File: src/rtl/control_unit_hs.sv
// control_unit_hs: multi-cycle sequencer for the accumulator CPU with memory handshake,
// timeout fault, separate DECODE cycle and scannable state. Optional macro: SINGLE_STEP_EN.
module control_unit_hs #(
    parameter logic [7:0]  HALT_OPCODE = 8'hFF,
    parameter int unsigned TIMEOUT_W   = 4
) (
    input  logic       clk,
    input  logic       rst,
    input  logic       processor_enable,
    input  logic [7:0] instruction,
    input  logic       ZF,
    input  logic       mem_ack,
    input  logic       scan_enable,
    input  logic       scan_in,
`ifdef SINGLE_STEP_EN
    input  logic       step_mode,
    input  logic       step_go,
`endif
    output logic       scan_out,
    output logic       processor_halted,
    output logic       fault,
    output logic       mem_req,
    output logic       IR_load_enable,
    output logic       PC_write_enable,
    output logic [1:0] PC_mux_select,
    output logic       ACC_write_enable,
    output logic [1:0] ACC_mux_select,
    output logic [3:0] ALU_opcode,
    output logic       ALU_inputB_mux_select,
    output logic       Memory_write_enable,
    output logic [1:0] Memory_address_mux_select
);

    typedef enum logic [2:0] {
        S_RESET  = 3'd0,
        S_FETCH  = 3'd1,
        S_DECODE = 3'd2,
        S_MEM    = 3'd3,
        S_EXEC   = 3'd4,
        S_HALT   = 3'd5
    } state_t;

    state_t               state;
    state_t               next_state;
    logic [TIMEOUT_W-1:0] cnt;
    logic [TIMEOUT_W-1:0] cnt_next;
    logic                 fault_set;
    logic                 run;
    logic                 fetch_go;
    logic                 cnt_full;

    logic is_lda;
    logic is_sta;
    logic is_memalu;
    logic is_ldar;
    logic is_addi;
    logic is_acc_op;

    assign run              = processor_enable && !scan_enable;
    assign cnt_full         = &cnt;
    assign scan_out         = state[2];
    assign processor_halted = (state == S_HALT);

    assign is_lda    = (instruction[7:5] == 3'b000);
    assign is_sta    = (instruction[7:5] == 3'b001);
    assign is_memalu = (instruction[7:5] inside {[3'd2:3'd6]});
    assign is_ldar   = (instruction == 8'hFB);
    assign is_addi   = (instruction[7:4] == 4'hE);
    assign is_acc_op = (instruction inside {[8'hF6:8'hFA], [8'hFC:8'hFE]});

`ifdef SINGLE_STEP_EN
    // A step_go pulse grants exactly one fetch; the grant persists while the access waits.
    logic step_granted;

    assign fetch_go = !step_mode || step_go || step_granted;

    always_ff @(posedge clk) begin
        if (rst) begin
            step_granted <= 1'b0;
        end else if (run) begin
            step_granted <= (state == S_FETCH) && (next_state == S_FETCH) && fetch_go;
        end
    end
`else
    assign fetch_go = 1'b1;
`endif

    always_ff @(posedge clk) begin
        if (rst) begin
            state <= S_RESET;
            cnt   <= '0;
            fault <= 1'b0;
        end else if (scan_enable) begin
            state <= state_t'({state[1:0], scan_in});
        end else if (processor_enable) begin
            state <= next_state;
            cnt   <= cnt_next;
            if (fault_set) begin
                fault <= 1'b1;
            end
        end
    end

    // Counter restarts from zero in every state that is not an ongoing memory wait.
    always_comb begin
        next_state                = state;
        cnt_next                  = '0;
        fault_set                 = 1'b0;
        mem_req                   = 1'b0;
        IR_load_enable            = 1'b0;
        PC_write_enable           = 1'b0;
        PC_mux_select             = 2'b00;
        ACC_write_enable          = 1'b0;
        ACC_mux_select            = 2'b00;
        ALU_inputB_mux_select     = 1'b0;
        Memory_write_enable       = 1'b0;
        Memory_address_mux_select = 2'b00;
        if (run) begin
            case (state)
                S_RESET: begin
                    next_state = S_FETCH;
                end
                S_FETCH: begin
                    if (fetch_go) begin
                        mem_req                   = 1'b1;
                        Memory_address_mux_select = 2'b10;
                        if (mem_ack) begin
                            IR_load_enable  = 1'b1;
                            PC_write_enable = 1'b1;
                            next_state      = S_DECODE;
                        end else if (cnt_full) begin
                            next_state = S_HALT;
                            fault_set  = 1'b1;
                        end else begin
                            cnt_next = cnt + 1'b1;
                        end
                    end else begin
                        cnt_next = cnt;
                    end
                end
                S_DECODE: begin
                    if (instruction == HALT_OPCODE) begin
                        next_state = S_HALT;
                    end else if (is_lda || is_sta || is_memalu || is_ldar) begin
                        next_state = S_MEM;
                    end else begin
                        next_state = S_EXEC;
                    end
                end
                S_MEM: begin
                    mem_req                   = 1'b1;
                    Memory_address_mux_select = is_ldar ? 2'b01 : 2'b00;
                    Memory_write_enable       = is_sta;
                    if (mem_ack) begin
                        if (is_lda || is_ldar) begin
                            ACC_write_enable = 1'b1;
                            ACC_mux_select   = 2'b01;
                        end else if (is_memalu) begin
                            ACC_write_enable = 1'b1;
                        end
                        next_state = S_FETCH;
                    end else if (cnt_full) begin
                        next_state = S_HALT;
                        fault_set  = 1'b1;
                    end else begin
                        cnt_next = cnt + 1'b1;
                    end
                end
                S_EXEC: begin
                    next_state = S_FETCH;
                    if (is_addi) begin
                        ACC_write_enable      = 1'b1;
                        ALU_inputB_mux_select = 1'b1;
                    end else begin
                        case (instruction)
                            8'hF0: begin
                                PC_write_enable = 1'b1;
                                PC_mux_select   = 2'b01;
                            end
                            8'hF1: begin
                                PC_write_enable  = 1'b1;
                                PC_mux_select    = 2'b01;
                                ACC_write_enable = 1'b1;
                                ACC_mux_select   = 2'b10;
                            end
                            8'hF2: begin
                                PC_write_enable = ZF;
                                PC_mux_select   = ZF ? 2'b11 : 2'b00;
                            end
                            8'hF3: begin
                                PC_write_enable = ZF;
                                PC_mux_select   = ZF ? 2'b10 : 2'b00;
                            end
                            8'hF4: begin
                                PC_write_enable = !ZF;
                                PC_mux_select   = !ZF ? 2'b11 : 2'b00;
                            end
                            8'hF5: begin
                                PC_write_enable = !ZF;
                                PC_mux_select   = !ZF ? 2'b10 : 2'b00;
                            end
                            default: begin
                                ACC_write_enable = is_acc_op;
                            end
                        endcase
                    end
                end
                S_HALT: begin
                    next_state = S_HALT;
                end
                default: begin
                    next_state = S_FETCH;
                end
            endcase
        end
    end

    // ALU operation follows the IR in every state except RESET, where all outputs rest at zero.
    always_comb begin
        ALU_opcode = 4'b0000;
        if (state != S_RESET) begin
            case (instruction[7:5])
                3'b010:  ALU_opcode = 4'b0000;
                3'b011:  ALU_opcode = 4'b0001;
                3'b100:  ALU_opcode = 4'b0010;
                3'b101:  ALU_opcode = 4'b0011;
                3'b110:  ALU_opcode = 4'b0100;
                3'b111: begin
                    case (instruction)
                        8'hF6:   ALU_opcode = 4'b0101;
                        8'hF7:   ALU_opcode = 4'b0110;
                        8'hF8:   ALU_opcode = 4'b0111;
                        8'hF9:   ALU_opcode = 4'b1000;
                        8'hFA:   ALU_opcode = 4'b1001;
                        8'hFC:   ALU_opcode = 4'b1010;
                        8'hFE:   ALU_opcode = 4'b1011;
                        8'hFD:   ALU_opcode = 4'b1100;
                        default: ALU_opcode = 4'b0000;
                    endcase
                end
                default: ALU_opcode = 4'b0000;
            endcase
        end
    end

endmodule

File: config.mk
export PLATFORM = sky130hd
export DESIGN_NAME = control_unit_hs
export DESIGN_NICKNAME = d
export VERILOG_FILES = /design/src/rtl/control_unit_hs.sv
export SDC_FILE = /design/constraint.sdc
export NUM_CORES = 1
export LEC_CHECK = 0
export CAP_MARGIN = 20
export CORE_AREA = 2 2 49 51
export CTS_BUF_LIST = sky130_fd_sc_hd__clkbuf_16
export CTS_CLUSTER_SIZE = 25
export DETAILED_ROUTE_END_ITERATION = 6
export DIE_AREA = 0 0 51 53
export PLACE_DENSITY = 0.82
export REMOVE_ABC_BUFFERS = 1
export SLEW_MARGIN = 20
export SYNTH_ARGS = -nofsm -noshare
export SYNTH_HDL_FRONTEND = slang
export SYNTH_SLANG_ARGS = --single-unit
File: constraint.sdc
create_clock -name clk -period 1.7 [get_ports clk]
set_input_delay 0.34 -clock clk [delete_from_list [all_inputs] [get_ports clk]]
set_output_delay 0.34 -clock clk [all_outputs]
set_load 0.05 [all_outputs]
==> results of run 1 <==
==> logic make-up after synthesis <==
logic type	count (synthesis)	synth area share
AND/OR/NAND/NOR	64	0.429
adder cells (fa/ha/maj)	1	0.0138
AO/OA/AOI/OAI	40	0.286
multiplexers	2	0.0221
buffers and inverters	13	0.0719
flip-flops	8	0.177
==> timing repair <==
action	4_1_cts	5_1_grt
buffers inserted	5	4
pin swaps	11	17
setup endpoints to repair	16	14
resized for setup	87	25
==> through the flow <==
| step | setup WS, ns | cell area, µm² | power (µW) | std cells |
|---|---|---|---|---|
| CTS | -0.248 | 1900 | 871 | 222 |
| finish | -0.298 | 2010 | 930 | 225 |
| global placement | -0.599 | 1650 | 444 | 214 |
| floorplan | -0.916 | 858 | 293 | 120 |
| detailed placement | -0.668 | 1650 | 454 | 214 |
| global route | -0.336 | 2010 | 950 | 225 |
==> flip-flops by register name (all words and copies together) (netlist names) <==
register / cells
state: 3
cnt: 4
fault: 1
==> power breakdown <==
| group | switching [µW] | internal (µW) |
|---|---|---|
| combinational | 184 | 155 |
| clock | 91.1 | 303 |
| sequential | 5.83 | 191 |
| total | 281 | 649 |
==> worst max-delay path: cells and delay by family (launching register included) <==
| kind | cells | cell delay (ns) |
|---|---|---|
| buffers and inverters | 1 | 0.18 |
| AND/OR/NAND/NOR | 3 | 0.88 |
| flip-flops | 1 | 0.36 |
==> worst max-delay path by stage <==
stage                                      from           endpoint  slack [ns]  depth (start not counted)
final                     state[0]$_SDFFE_PP0P_  ACC_mux_select[1]       -0.30                          4
after detailed placement         instruction[7]  ACC_mux_select[1]       -0.67                          6
after global routing      state[0]$_SDFFE_PP0P_  ACC_mux_select[1]       -0.34                          4
after CTS                 state[0]$_SDFFE_PP0P_  ACC_mux_select[1]       -0.25                          4
after global placement           instruction[7]  ACC_mux_select[1]       -0.60                          6
after floorplan           state[2]$_SDFFE_PP0P_    PC_write_enable       -0.92                          4
==> placed cells by master (no fill, tap or decap), drive strengths merged, types with 3 or more instances in the layout <==
| master | count |
|---|---|
| buf | 70 |
| a21oi | 15 |
| nand2 | 14 |
| nor2 | 11 |
| dfxtp | 8 |
| o21ai | 7 |
| nor3 | 6 |
| nand3 | 6 |
| inv | 5 |
| and3 | 4 |
| o2bb2ai | 4 |
| or3 | 3 |
| nand2b | 3 |
| clkbuf | 3 |
| nand3b | 3 |
| and2 | 3 |
| o21bai | 3 |
| nor2b | 3 |
==> final cells by class <==
| type | instances | area share |
|---|---|---|
| timing repair buffer | 74 | 0.407 |
| inverter | 5 | 0.0106 |
| multi-input combinational | 107 | 0.444 |
| tap | 28 | 0.0174 |
| sequential | 8 | 0.0839 |
| clock buffer | 3 | 0.0373 |
==> metal layers <==
layer  share of wire  routed length [µm]
met1            0.35                1910
met2            0.46                2490
met3            0.13                 690
met4           0.057                 305
met5               0                   0
==> flow_metrics.env, run 1 <==
export IMPL_num_vias=1511
export IMPL_wire_per_inst_um=24.0
export IMPL_wirelength_mm=5.40
export IMPL_antenna_found_initial=0
export IMPL_synthCells=128
export IMPL_cp_end_kind="output pin"
export IMPL_slew_viol_final=0
export IMPL_fmax_ghz=0.501
export IMPL_insertion_delay_ns=0.23
export IMPL_yosysMostFrequentCell="a21oi_1"
export IMPL_utilization=0.937
export IMPL_power_density_nw_per_um2=462
export IMPL_grt_pass1_wl_mm=6.74
export IMPL_cts_made_buffers=3
export IMPL_initial_core_util=0.421
export IMPL_hp_class="in -> reg"
export IMPL_ff_latch_area_um2=169
export IMPL_worstHoldStart="scan_enable"
export IMPL_drv_cap=0
export IMPL_synth_top_cells_by_area="dfxtp_1, a21oi_1, nand2_1"
export IMPL_drt_iter0_markers=111
export IMPL_gp_congestion=0.925
export IMPL_viasPerCell=6.72
export IMPL_hold_violations=0
export IMPL_die_w_um=51
export IMPL_grt_max_degree=10
export IMPL_ir_worst_vdd_mv=0.647
export IMPL_crit_slowest_cell="nor4_4"
export IMPL_finalSetupViolCount=14
export IMPL_postCtsHoldBufs=0
export IMPL_drive_above_1_share=0.574
export IMPL_syn_area_um2=905
export IMPL_grt_busiest_layer="met2"
export IMPL_path_clk_slew_ns=0.04
export IMPL_cp_required_ns=1.36
export IMPL_numClockSinks=8
export IMPL_grt_met3_usage=0.0650
export IMPL_grtUsageTotal=0.336
export IMPL_numPortBuffers=33
export IMPL_outcome="complete, but fails checks"
export IMPL_die_area_um2=2700
export IMPL_dr_pass1_iters=4
export IMPL_r2r_slack_ns=0.12
export IMPL_synth_flop_cell="dfxtp_1"
export IMPL_cts_root_buf="clkbuf_16"
export IMPL_io_pins=34
export IMPL_clockBufferDepth=2
export IMPL_synth_cell_types=45
export IMPL_synth_largest_area_cell="dfxtp_1"
export IMPL_grt_pass1_vias=1393
export IMPL_drc_errors=0
export IMPL_rows=17
export IMPL_slew_headroom=0.730
export IMPL_multi_input_area_um2=893
export IMPL_synth_avg_cell_area_um2=7.07
export IMPL_post_dp_hpwl_mm=2.67
export IMPL_rsz0062_at_grt="yes"
export IMPL_setup_ws_ns=-0.298
export IMPL_path_max_fanout=3
export IMPL_crit_path_max_incr_delay_ns=0.37
export IMPL_finalSetupTns_ns=-1.81
export IMPL_drtAntennaViolNets=0
export IMPL_min_period_ns=2.00
export IMPL_finClkSkew_ns=0.000771
export IMPL_rr_startpoint="state[2]$_SDFFE_PP0P_"
export IMPL_arrival_ns=1.66
export IMPL_die_h_um=53
export IMPL_grt_overflow=0
export IMPL_htree_levels=1
export IMPL_violations="negative setup slack"
export IMPL_fin_hold_ws_ns=0.511
export IMPL_synth_edf_count=0
export IMPL_worstReg2RegEnd="cnt[3]$_SDFFE_PP0P_"
export IMPL_core_area_um2=2150
export IMPL_crit_chain="nor4_4 > nand3b_4 > nor4b_4 > buf_12"
export IMPL_yosysWarnings=0
export IMPL_start_kind="flip-flop"
export IMPL_area_growth_syn_to_layout_pct=123
export IMPL_use_met1=0.355
export IMPL_antenna_cells=0
export IMPL_fin_crit_sh=1.18
export IMPL_p_leak_uw=0.000861
export IMPL_min_to="state[0]$_SDFFE_PP0P_"
export IMPL_yosysSeqAreaShare=0.177
export IMPL_yosysTopAreaCellShare=0.177
export IMPL_cts_tree="built"
export IMPL_n_fill_cell=69
export IMPL_nets=215
export IMPL_grt_use_met2=0.623
export IMPL_tightest_slew_ns=0.404
export IMPL_min_path_cells=4
export IMPL_synth_seq_cells=8
export IMPL_path_class="reg -> out"
export IMPL_reg2regPathDepth=6
export IMPL_ys_async_sr_fraction=0
export IMPL_netlist_top_cells_count="a21oi_1, nand2_1, nor2_1"
No activity file was read; power rests on OpenSTA's default activity.
==> run 2: changes to the inputs <==
--- a/config.mk
+++ b/config.mk
@@ -5,7 +5,6 @@
 export SDC_FILE = /design/constraint.sdc
 export NUM_CORES = 1
 export LEC_CHECK = 0
-export CAP_MARGIN = 20
 export CORE_AREA = 2 2 49 51
 export CTS_BUF_LIST = sky130_fd_sc_hd__clkbuf_16
 export CTS_CLUSTER_SIZE = 25
==> results of run 2 <==
The final DEF is identical to that of run 1; final timing and power are the same.
